==> config.mk <==
export PLATFORM = sky130hd
export DESIGN_NAME = dmem_port_arbiter
export DESIGN_NICKNAME = d
export VERILOG_FILES = /design/src/rtl/dmem_port_arbiter_pkg.sv /design/src/rtl/dmem_port_arbiter.sv
export SDC_FILE = /design/constraint.sdc
export NUM_CORES = 1
export LEC_CHECK = 0
export BUFFER_PORTS_ARGS = -buffer_cell sky130_fd_sc_hd__buf_2
export CAP_MARGIN = 40
export CELL_PAD_IN_SITES_DETAIL_PLACEMENT = 2
export CELL_PAD_IN_SITES_GLOBAL_PLACEMENT = 2
export CORE_MARGIN = 4
export CORE_UTILIZATION = 10
export DETAILED_ROUTE_END_ITERATION = 7
export GPL_TIMING_DRIVEN = 0
export PLACE_DENSITY = 0.95
export SLEW_MARGIN = 10
export SYNTH_ARGS = -nofsm -noshare
export SYNTH_HDL_FRONTEND = slang
export SYNTH_SLANG_ARGS = --single-unit
==> constraint.sdc <==
create_clock -name clk -period 3.3 [get_ports clk]
set_input_delay 0.165 -clock clk [delete_from_list [all_inputs] [get_ports clk]]
set_output_delay 0.165 -clock clk [all_outputs]
set_load 0.005 [all_outputs]
==> src/rtl/dmem_port_arbiter_pkg.sv <==
// Shared widths and the return-owner encoding for the data-memory port arbiter.
// The return owner records which requester the next cycle's mem_rdata belongs to.
package dmem_port_arbiter_pkg;

    localparam int DBITS        = 32;
    localparam int DMEMADDRBITS = 16;
    localparam int DMEMWORDBITS = 2;
    localparam int MEMAW        = DMEMADDRBITS - DMEMWORDBITS;

    typedef enum logic [1:0] {
        RET_NONE = 2'd0,
        RET_CPU  = 2'd1,
        RET_AUX  = 2'd2
    } ret_state_e;

    function automatic logic [MEMAW-1:0] word_index(input logic [DBITS-1:0] addr);
        return addr[DMEMADDRBITS-1:DMEMWORDBITS];
    endfunction

endpackage

==> src/rtl/dmem_port_arbiter.sv <==
// Arbitrates the single synchronous-read dmem port between the cpu MEM stage and an aux requester.
// The cpu has priority; aux wins after MAXWAIT consecutive denied cycles.
module dmem_port_arbiter
    import dmem_port_arbiter_pkg::*;
#(
    parameter int MAXWAIT = 4
) (
    input  logic             clk,
    input  logic             reset,
    input  logic             cpu_req,
    input  logic             cpu_we,
    input  logic [DBITS-1:0] cpu_addr,
    input  logic [DBITS-1:0] cpu_wdata,
    output logic             cpu_stall,
    output logic [DBITS-1:0] cpu_rdata,
    output logic             cpu_rvalid,
    input  logic             aux_req,
    input  logic             aux_we,
    input  logic [DBITS-1:0] aux_addr,
    input  logic [DBITS-1:0] aux_wdata,
    output logic             aux_gnt,
    output logic [DBITS-1:0] aux_rdata,
    output logic             aux_rvalid,
    output logic             mem_en,
    output logic             mem_we,
    output logic [MEMAW-1:0] mem_addr,
    output logic [DBITS-1:0] mem_wdata,
    input  logic [DBITS-1:0] mem_rdata
);

    localparam logic [3:0] MAXWAIT_C = 4'(MAXWAIT);

    ret_state_e ret_q, ret_d;
    logic [3:0] wait_q, wait_d;

    logic active;
    logic cpu_eligible;
    logic aux_win;
    logic cpu_issue;

    // Every output is forced low while reset is high, including a pending return.
    assign active       = !reset;
    assign cpu_eligible = cpu_req && (ret_q != RET_CPU);
    assign aux_win      = aux_req && (!cpu_eligible || (wait_q >= MAXWAIT_C));
    assign cpu_issue    = cpu_eligible && !aux_win;

    assign aux_gnt    = active && aux_win;
    assign cpu_stall  = active && cpu_req && !(cpu_issue && cpu_we) && (ret_q != RET_CPU);
    assign cpu_rvalid = active && (ret_q == RET_CPU);
    assign aux_rvalid = active && (ret_q == RET_AUX);
    assign cpu_rdata  = cpu_rvalid ? mem_rdata : '0;
    assign aux_rdata  = aux_rvalid ? mem_rdata : '0;

    // NOTE: every signal gets a default at the top of always_comb so no path leaves it unassigned (no latch).
    always_comb begin
        mem_en    = 1'b0;
        mem_we    = 1'b0;
        mem_addr  = '0;
        mem_wdata = '0;
        ret_d     = RET_NONE;
        wait_d    = wait_q;

        if (active && aux_win) begin
            mem_en    = 1'b1;
            mem_we    = aux_we;
            mem_addr  = word_index(aux_addr);
            mem_wdata = aux_we ? aux_wdata : '0;
            if (!aux_we) ret_d = RET_AUX;
        end else if (active && cpu_issue) begin
            mem_en    = 1'b1;
            mem_we    = cpu_we;
            mem_addr  = word_index(cpu_addr);
            mem_wdata = cpu_we ? cpu_wdata : '0;
            if (!cpu_we) ret_d = RET_CPU;
        end

        if (!aux_req || aux_win) begin
            wait_d = '0;
        end else if (wait_q < MAXWAIT_C) begin
            wait_d = wait_q + 4'd1;
        end
    end

    // NOTE: sequential state uses non-blocking assignments so all registers update together at the edge.
    always_ff @(posedge clk) begin
        if (reset) begin
            ret_q  <= RET_NONE;
            wait_q <= '0;
        end else begin
            ret_q  <= ret_d;
            wait_q <= wait_d;
        end
    end

endmodule

After elaboration in Yosys (flattened, before gate mapping) --
Cells that the tools add are included.
Storage, ports and cells: bits in registers 6, latch bits 0, RAM bits 0, memory bits (read-only) 0, input bits 166, memories 0
Cells by class: $add $sub $neg 1, multiply operators 0, divide/modulo/power cells 0, magnitude comparators 2, eq/ne operators 3, shift-type cells 0, mux-type cells 16, bitwise gates (word level) 0, reductions and logical operators 19
Operators with widths (number):
- $mux 32 | 6
- $mux 14 | 2
- $logic_and 1x1->1 | 11
- $mux 1 | 6
- $logic_not 1->1 | 5
- $add 4x1->4 const B | 1
- $ge 4x3->1 const B | 1
- $lt 4x3->1 const B | 1
- $mux 2 | 2
- $eq 2x1->1 const B | 1
- $eq 2x2->1 const B | 1
- $logic_or 1x1->1 | 2
- $ne 2x1->1 const B | 1
- $reduce_or 2->1 | 1

Logic depth before layout (Yosys ltp) --
Gate-level depths: netlist of run 1.
word-level depth 11, gate-level depth with buffers 5, gate-level depth less buffers 3

Least setup slack after synthesis of run 1 --
No wires, ideal clock.
path kind register to output, start register ret_q[1], end output port mem_wdata[10], data arrival time 1.186 ns, slack 1.949 ns, cell stages (with the launch flop) 5, buffers on the path 1, path through dfxtp_1 -> nand2b_4 -> a311oi_4 -> buf_6 -> a22o_1
Between the ends: cells in the longest elaborated chain, start to end 10, elaborated cells between the ends (all ways) 11, classes of those cells eq/ne: 1; mux: 2; reduce/logical: 8
Ends and longest elaborated chain:
- start, declared | line dmem_port_arbiter.sv:33 | ret_state_e ret_q, ret_d;
- start signal, assigned | line dmem_port_arbiter.sv:90 | ret_q <= ret_d;
- $ne 2x1->1 * | line dmem_port_arbiter.sv:43 | assign cpu_eligible = cpu_req && (ret_q != RET_CPU);
- $logic_and 1x1->1 * | line dmem_port_arbiter.sv:43
- $logic_not 1->1 | line dmem_port_arbiter.sv:44 | assign aux_win = aux_req && (!cpu_eligible || (wait_q >= MAXWAIT_C));
- $logic_or 1x1->1 | line dmem_port_arbiter.sv:44
- $logic_and 1x1->1 | line dmem_port_arbiter.sv:44
- $logic_not 1->1 | line dmem_port_arbiter.sv:45 | assign cpu_issue = cpu_eligible && !aux_win;
- $logic_and 1x1->1 | line dmem_port_arbiter.sv:45
- $logic_and 1x1->1 | line dmem_port_arbiter.sv:69 | end else if (active && cpu_issue) begin
- $mux 32 | line dmem_port_arbiter.sv:69
- $mux 32 * | line dmem_port_arbiter.sv:63 | if (active && aux_win) begin
- end, declared | line dmem_port_arbiter.sv:27 | output logic [DBITS-1:0] mem_wdata,
Every way passes the cells marked *; elsewhere a longest branch is shown, timed or not.

Worst setup path in the final report of run 1 --
start register ret_q[1], end output port cpu_rdata[7]
Between the ends: cells in the longest elaborated chain, start to end 3
Ends and longest elaborated chain:
- $eq 2x1->1 | line dmem_port_arbiter.sv:49 | assign cpu_rvalid = active && (ret_q == RET_CPU);
- $logic_and 1x1->1 | line dmem_port_arbiter.sv:49
- $mux 32 | line dmem_port_arbiter.sv:51 | assign cpu_rdata = cpu_rvalid ? mem_rdata : '0;
- end, declared | line dmem_port_arbiter.sv:15 | output logic [DBITS-1:0] cpu_rdata,
No other way between the ends.

==> flow_metrics.py, run 1 <==
metrics = {
    "logic_synthesis": {
        "synth_area_sq_mm": 0.00123,
        "syn-num-nets": 326,
        "synth_area_per_cell_sq_um": 7.77,
        "synth_seq_cells": 6,
        "synthCells": 159,
        "synth_seq_area_share_pct": 9.73,
        "yosysWarnings": 0,
        "synth_cell_types": 26,
    },
    "drt": {
        "drc": 0,
        "via_per_inst": 3.83,
        "routed_wl_um": 8480,
        "drtAntennaViolNets": 0,
        "drt_iter0_markers": 43,
        "via_count": 2208,
        "avgRoutedWirePerCell_um": 14.7,
        "first_pass_iters": 4,
    },
    "grt": {
        "grt_pass1_wl_um": 13000,
        "grt_usage_pct": 11.1,
        "grt_overflow": 0,
        "grt_pass1_vias": 2458,
        "grt_max_degree": 11,
        "antenna_found_initial": 0,
    },
    "placement": {
        "dp_hpwl_um": 7680,
        "finalWeightedCongestion": 0.751,
        "port_buffers": 245,
        "pre_cts_slack_ns": 1.48,
    },
    "pwr": {
        "irDropWorstVdd_v": 0.0000936,
        "p_per_area_mw_per_mm2": 176,
        "power.leakage_nw": 1.73,
    },
    "timing": {
        "slew_headroom_pct": 63.6,
        "worst_slew_pin_slew_ns": 0.545,
        "period_needed_ns": 1.97,
        "tns_ns": 0,
        "clock.fmax_mhz": 508,
        "worst_slack_ns": 1.33,
        "final-setup-viol-count": 0,
        "drv_slew": 0,
        "rsz0062_at_grt": "false",
        "hold_violations": 0,
        "period_share_pct": 59.7,
        "clock_skew_ns": 0.000777,
    },
    "clocking": {
        "path_clk_slew_ns": 0.03,
        "clock_latency_ns": 0.22,
        "root_buffer": "clkbuf_16",
        "hold_buffers": 0,
        "clock_sinks": 6,
        "cts_resized": 0,
        "cts_tree": "done",
        "cts_made_buffers": 3,
        "post_cts_buffers": 0,
        "ctsHtreeMaxLevel": 1,
        "clk_path_buf_depth": 2,
    },
    "floorplanning": {
        "coreArea_sq_mm": 0.0121,
        "fp.dieW_um": 119,
        "die-height_um": 119,
        "die-area_sq_mm": 0.0142,
        "pin_count": 282,
        "start_util_pct": 10.2,
        "num_rows": 40,
    },
    "critical_path": {
        "cp_slowest_cell": "nor2_1",
        "worstPathRequired_ns": 3.13,
        "start_kind": "register",
        "cp.depth": 5,
        "critical_path.max_fanout": 10,
        "cp_top_family": "simple AND/OR/NAND/NOR gates",
        "crit_type": "reg2out",
        "end_kind": "output port",
        "critPathMaxStageDelay_ns": 0.44,
        "reg2reg_depth": 5,
        "crit_chain": "nand2b_4, nor2_1, clkbuf_1, and2_1, buf_2",
        "crit_buf_inv": 2,
        "cp.arrival_ns": 1.80,
    },
    "finish": {
        "antennaDiodeCount": 0,
        "fill_cells": 1463,
        "drive_gt1_share_pct": 65.0,
        "nets": 577,
        "area_growth_pct": 123,
    },
    "job": {
        "drv_cap": 0,
    },
    "min_path": {
        "hold_depth": 2,
        "hold_path_class": "in2reg",
    },
    "outcome": {
        "outcome": "completed",
    },
}
-- worst reg2reg max path: stages (launching register included) --
cell and delay [ns]:
dfxtp_1 0.32, o21ai_0 0.34, and3_1 0.21, buf_2 0.16, buf_4 0.19, nor2b_1 0.17
-- synth_stat cells, drive strengths merged --
cell    instances  area share, %
a31oi           1            1.0
buf            11            7.9
nand2           2           0.61
a22o           46             33
nor3b           1           0.61
and2           65             33
and4            1           0.71
nor2b           1           0.51
or2             1           0.51
nand3           1           0.40
nor3            3            1.2
a21oi           2           0.81
ha              1            1.0
and3            1           0.51
dfxtp           6            9.7
nand2b          2            2.2
inv             3           0.91
and2b           1           0.61
o21ai           1           0.40
nor2            2           0.81
a311oi          1            2.1
conb            1           0.30
clkbuf          5            1.5
-- cells in the final DEF (no fill, tap or decap), types with 2 or more instances in the layout --
| cell type | count |
|---|---|
| inv_1 | 3 |
| buf_4 | 2 |
| a21oi_1 | 2 |
| and2_1 | 65 |
| a22o_1 | 46 |
| nand2_1 | 2 |
| clkbuf_1 | 5 |
| nand2b_4 | 2 |
| dfxtp_1 | 6 |
| buf_2 | 249 |
| clkbuf_16 | 3 |
| nor3_1 | 3 |
| buf_6 | 6 |
-- per-stage QoR --
step                cells  hold slack [ns]  utilization (%)  area [sq um]  power [mW]
global route          576            0.158             22.8          2750       0.519
finish                576            0.144             22.8          2750       0.483
detailed placement    573            0.379             22.2          2680       0.295
global placement      572            0.370             22.1          2670       0.283
floorplan             159            0.237                -          1230       0.154
CTS                   576            0.144             22.8          2750       0.493
-- layer usage --
| metal | GRT usage [%] | share of wire, % |
|---|---|---|
| met5 | 0 | 0 |
| met4 | 1.59 | 1.1 |
| met3 | 4.18 | 11 |
| met2 | 22.7 | 55 |
| met1 | 10.5 | 32 |
-- final timing paths --
kind	from	end	slack [ns]
min	cpu_we	ret_q[0]$_SDFF_PP0_	0.14
min reg2reg	wait_q[0]$_SDFFE_PP0N_	wait_q[0]$_SDFFE_PP0N_	0.43
max reg2reg	wait_q[2]$_SDFFE_PP0N_	ret_q[0]$_SDFF_PP0_	1.84
max	ret_q[1]$_SDFF_PP0_	cpu_rdata[7]	1.33
-- flip-flops by register name, summed over array words and instances, names as in the netlist --
| signal | count |
|---|---|
| wait_q | 4 |
| ret_q | 2 |
-- layout make-up --
class	instances	area [sq um]	area share, %
plain buffers	16	116	4.23
flip-flops and latches	6	120	4.37
clock buffers	3	75.1	2.73
multi-input cells	134	987	35.9
inverters	3	11.3	0.409
well taps	168	210	7.64
repair buffers	246	1230	44.7
-- power breakdown --
part           switching [mW]  internal (mW)
Combinational          0.0911          0.122
Clock                  0.0381          0.155
Sequential            0.00150         0.0750
-- logic make-up after synthesis --
logic type	Yosys count	synth area share, %
compound gates	51	37.0
simple gates	81	41.6
other cells	1	0.304
fa+ha+maj	1	1.01
flops	6	9.73
buf+inv	19	10.3
Power figures use the tool's default switching activity.
==> inputs of run 2 (changes only) <==
Clock period 3.3 ns to 2 ns, I/O delays scaled along.
==> run 2 against run 1 <==
Compared with the run above: setup slack worse by 1.2 ns; clock power is 66% higher; core utilization is 0.062 points higher; worst hold slack worse by 0.065 ns; cell area is 0.27% higher; routed wire length is 0.19% higher; cell count stayed put; sequential share of layout area hardly changed; combinational power is 65% higher; critical path type unchanged; largest power group unchanged.
==> flow_metrics.py, run 2 (synthesized netlist as in run 1, its figures left out) <==
metrics = {
    "clocking": {
        "ctsHtreeMaxLevel": 1,
        "clock_latency_ns": 0.22,
        "root_buffer": "clkbuf_16",
        "cts_made_buffers": 3,
        "clk_path_buf_depth": 2,
        "clock_sinks": 6,
        "hold_buffers": 0,
        "path_clk_slew_ns": 0.03,
        "cts_tree": "done",
        "post_cts_buffers": 0,
    },
    "job": {
        "drv_cap": 0,
    },
    "grt": {
        "grt_usage_pct": 11.1,
        "grt_max_degree": 11,
        "grt_pass1_vias": 2458,
        "antenna_found_initial": 0,
        "grt_pass1_wl_um": 13000,
        "grt_overflow": 0,
    },
    "finish": {
        "final_cell_mix": "buf_2, and2_1, a22o_1",
        "final_area_sq_mm": 0.00276,
        "drive_gt1_share_pct": 65.4,
        "largest-register": "wait_q",
        "antennaDiodeCount": 0,
        "largest_reg_flops": 4,
        "largest_registers": "wait_q x4, ret_q x2",
        "area_growth_pct": 123,
        "final_common_cell": "buf_2",
        "fill_cells": 1460,
        "nets": 577,
        "fin_util_pct": 22.9,
        "stdcell_count": 576,
    },
    "drt": {
        "drtAntennaViolNets": 0,
        "via_count": 2214,
        "routed_wl_um": 8490,
        "avgRoutedWirePerCell_um": 14.7,
        "drt_iter0_markers": 45,
        "via_per_inst": 3.84,
        "first_pass_iters": 4,
        "drc": 0,
    },
    "critical_path": {
        "end_kind": "output port",
        "crit_type": "reg2out",
        "crit_chain": "o21ai_0, and4_1, buf_2, buf_6, a22o_1, buf_2",
        "cp_top_family": "buffers and inverters",
        "critical_path.max_fanout": 10,
        "critPathMaxStageDelay_ns": 0.33,
        "cp_slowest_cell": "o21ai_0",
        "worstPathRequired_ns": 1.90,
        "crit_buf_inv": 3,
        "crit_top_cell": "buf_2",
        "start_kind": "register",
        "cp.arrival_ns": 1.74,
    },
    "timing": {
        "rsz0062_at_grt": "false",
        "clock_skew_ns": 0.0000937,
        "drv_slew": 0,
        "whs_ns": 0.0789,
        "final-setup-viol-count": 0,
        "clock.fmax_mhz": 543,
        "period_needed_ns": 1.84,
        "hold_violations": 0,
        "period_share_pct": 92.1,
    },
    "floorplanning": {
        "pin_count": 282,
        "coreArea_sq_mm": 0.0121,
        "num_rows": 40,
        "fp.dieW_um": 119,
        "start_util_pct": 10.2,
        "die-height_um": 119,
        "die-area_sq_mm": 0.0142,
    },
    "pwr": {
        "power_mw": 0.799,
        "p_per_area_mw_per_mm2": 289,
        "intPower_mw": 0.582,
        "pwr-share-comb_pct": 44.1,
        "swShare_pct": 27.2,
        "irDropWorstVdd_v": 0.000148,
        "seqPwrFrac_pct": 15.8,
        "p_clk_share_pct": 40.0,
        "p_sw_mw": 0.217,
        "power.leakage_nw": 1.73,
    },
    "min_path": {
        "hold_path_class": "in2reg",
    },
    "placement": {
        "dp.cells": 573,
        "place_area_sq_mm": 0.00268,
        "dp_hpwl_um": 7680,
        "port_buffers": 245,
        "finalWeightedCongestion": 0.751,
    },
    "outcome": {
        "outcome": "completed",
    },
}
==> run 2: layer usage <==
metal / part of all wire (%) / global-route usage [%]
met1: 32 / 10.5
met2: 56 / 22.7
met3: 11 / 4.18
met4: 1.1 / 1.59
met5: 0 / 0
==> run 2: final timing paths <==
path                          startpoint                endpoint  slack, ns  depth (start not counted)
setup reg to reg  wait_q[2]$_SDFFE_PP0N_     ret_q[0]$_SDFF_PP0_       0.55                          5
hold / removal                    cpu_we     ret_q[0]$_SDFF_PP0_       0.08                          2
hold reg to reg   wait_q[0]$_SDFFE_PP0N_  wait_q[0]$_SDFFE_PP0N_       0.44                          1
setup / recovery  wait_q[2]$_SDFFE_PP0N_           mem_wdata[22]       0.16                          6
==> run 2: layout make-up <==
cell class | count | area [sq um] | area share, %
timing repair buffer | 246 | 1230 | 44.6
multi-input combinational | 134 | 995 | 36.1
tap | 168 | 210 | 7.62
sequential | 6 | 120 | 4.35
buffer | 16 | 116 | 4.22
clock buffer | 3 | 75.1 | 2.72
inverter | 3 | 11.3 | 0.408
==> run 2: power by group through the flow <==
| stage | logic [mW] | registers, mW | clock network [mW] |
|---|---|---|---|
| after floorplan | 0.127 | 0.127 | 0 |
| after global placement | 0.339 | 0.128 | 0 |
| after detailed placement | 0.359 | 0.128 | 0 |
| after CTS | 0.361 | 0.126 | 0.326 |
| after global routing | 0.391 | 0.127 | 0.339 |
| final | 0.352 | 0.126 | 0.320 |
==> run 2: worst register-to-register path, delay by kind of cell (launching register included) <==
kind                   cells  cell delay [ns]
AOI/OAI and AO/OA          1             0.33
DFF                        1             0.32
buffers and inverters      2             0.35
and+or+nand+nor            2             0.38
==> run 2: per-stage QoR <==
stage | setup WS (ns) | TNS [ns]
2_1_floorplan | 0.714 | 0
3_3_place_gp | -0.00898 | -0.0222
3_5_place_dp | 0.241 | 0
4_1_cts | -0.00646 | -0.00646
5_1_grt | 0.00483 | 0
6_report | 0.159 | 0
==> run 2: timing repair <==
item / 4_1_cts / 5_1_grt
hold endpoints to repair: 0 / 0
endpoints found under the setup margin: 1 / 49
resized for setup: 0 / 2
==> inputs of run 3 (changes only) <==
Settings changed: CORE_ASPECT_RATIO set to 2, MAX_ROUTING_LAYER set to met4.
==> run 3 against run 2 <==
Compared with the run above: cell area shrank 1.1%; via count rose by 6.0%; worst hold slack got worse by 0.00060 ns; setup slack got worse by 0.015 ns; sequential share of layout area barely moved; critical path type unchanged.
==> flow_metrics.py, run 3 (synthesized netlist as in run 1, its figures left out) <==
metrics = {
    "drt": {
        "drc": 0,
        "drtAntennaViolNets": 0,
        "drt_iter0_markers": 23,
        "via_per_inst": 4.23,
        "routed_wl_um": 9580,
        "via_count": 2346,
        "first_pass_iters": 4,
        "avgRoutedWirePerCell_um": 17.3,
    },
    "critical_path": {
        "start_kind": "register",
        "worstPathRequired_ns": 1.90,
        "critPathMaxStageDelay_ns": 0.50,
        "critical_path.max_fanout": 10,
        "crit_chain": "nand2b_4, a311oi_4, buf_6, a22o_1, buf_2",
        "cp_slowest_cell": "a311oi_4",
        "crit_type": "reg2out",
        "cp.arrival_ns": 1.76,
        "end_kind": "output port",
    },
    "grt": {
        "grt_pass1_vias": 2709,
        "grt_max_degree": 11,
        "antenna_found_initial": 0,
        "grt_pass1_wl_um": 13800,
        "grt_overflow": 0,
        "grt_usage_pct": 12.8,
    },
    "pwr": {
        "power.leakage_nw": 1.73,
        "p_per_area_mw_per_mm2": 298,
        "irDropWorstVdd_v": 0.000258,
    },
    "floorplanning": {
        "die-height_um": 165,
        "pin_count": 282,
        "fp.dieW_um": 86.6,
        "start_util_pct": 10.2,
        "coreArea_sq_mm": 0.0121,
        "die-area_sq_mm": 0.0143,
        "num_rows": 57,
    },
    "placement": {
        "dp.cells": 551,
        "place_area_sq_mm": 0.00265,
        "port_buffers": 245,
        "finalWeightedCongestion": 0.802,
        "dp_hpwl_um": 8740,
    },
    "clocking": {
        "clock_sinks": 6,
        "clock_latency_ns": 0.23,
        "cts_tree": "done",
        "post_cts_buffers": 0,
        "path_clk_slew_ns": 0.03,
        "clk_path_buf_depth": 2,
        "root_buffer": "clkbuf_16",
        "cts_made_buffers": 3,
        "ctsHtreeMaxLevel": 1,
    },
    "finish": {
        "final_area_sq_mm": 0.00273,
        "final_common_cell": "buf_2",
        "nets": 576,
        "area_growth_pct": 121,
        "drive_gt1_share_pct": 65.4,
        "antennaDiodeCount": 0,
        "largest-register": "wait_q",
        "final_cell_mix": "buf_2, and2_1, a22o_1",
        "fin_util_pct": 22.5,
        "largest_registers": "wait_q x4, ret_q x2",
        "stdcell_count": 554,
        "largest_reg_flops": 4,
    },
    "timing": {
        "tns_ns": 0,
        "period_share_pct": 92.8,
        "clock.fmax_mhz": 539,
        "rsz0062_at_grt": "false",
        "final-setup-viol-count": 0,
        "clock_skew_ns": 0.000628,
        "drv_slew": 0,
        "period_needed_ns": 1.86,
        "hold_violations": 0,
    },
    "outcome": {
        "outcome": "completed",
    },
    "min_path": {
        "hold_path_class": "in2reg",
    },
    "job": {
        "drv_cap": 0,
    },
}
==> run 3: cell types whose count changed in the layout (fill, tap and decap cells not counted), sizes merged <==
cell  previous run  this run
buf            257       256
==> run 3: worst max-delay path: cells and delay by family (launching register included) <==
kind	cells	cell delay, ns
AO/OA/AOI/OAI	2	0.68
flip-flops	1	0.39
AND/OR/NAND/NOR	1	0.11
buffers and inverters	2	0.34
==> run 3: path summary, 6_finish.rpt <==
kind,end,cells after the start,slack (ns),start
max,mem_wdata[16],5,0.14,ret_q[0]$_SDFF_PP0_
min,ret_q[0]$_SDFF_PP0_,2,0.08,cpu_we
max reg2reg,ret_q[1]$_SDFF_PP0_,4,0.56,ret_q[0]$_SDFF_PP0_
min reg2reg,wait_q[0]$_SDFFE_PP0N_,1,0.47,wait_q[0]$_SDFFE_PP0N_
==> run 3: metrics by stage <==
stage | power, mW | hold WS, ns | setup slack [ns]
floorplan | 0.254 | 0.172 | 0.714
global placement | 0.481 | 0.293 | 0.260
detailed placement | 0.499 | 0.301 | 0.166
CTS | 0.825 | 0.0633 | 0.0557
global route | 0.865 | 0.0972 | 0.00567
finish | 0.813 | 0.0783 | 0.143
==> run 3: area by class of cell <==
type | instances | area [sq um]
timing repair buffer | 245 | 1230
multi-input combinational | 134 | 995
fill | 1474 | 9400
inverter | 3 | 11.3
tap | 147 | 184
buffer | 16 | 116
sequential | 6 | 120
clock buffer | 3 | 75.1
==> run 3: where the power goes <==
group / leakage [nW] / switching (mW) / internal (mW)
combinational: 1.64 / 0.164 / 0.202
sequential: 0.0490 / 0.00299 / 0.124
clock: 0.0370 / 0.0634 / 0.256
total: 1.73 / 0.231 / 0.582
==> run 3: what timing repair did <==
action,4_1_cts,5_1_grt
resized for setup,2,1
hold buffers,0,0
endpoints found under the setup margin,5,3
endpoints found under the hold margin,0,0
==> run 3: layer usage <==
| metal | share of wire [%] | vias to the layer above | routed length (um) | global-route usage (%) |
|---|---|---|---|---|
| met5 | 0 | - | 0 | - |
| li1 | - | 1067 | - | - |
| met2 | 53 | 231 | 5110 | 26.2 |
| met3 | 14 | 9 | 1360 | 3.62 |
| met4 | 1.1 | 0 | 107 | 2.55 |
| met1 | 31 | 1039 | 3000 | 11.3 |
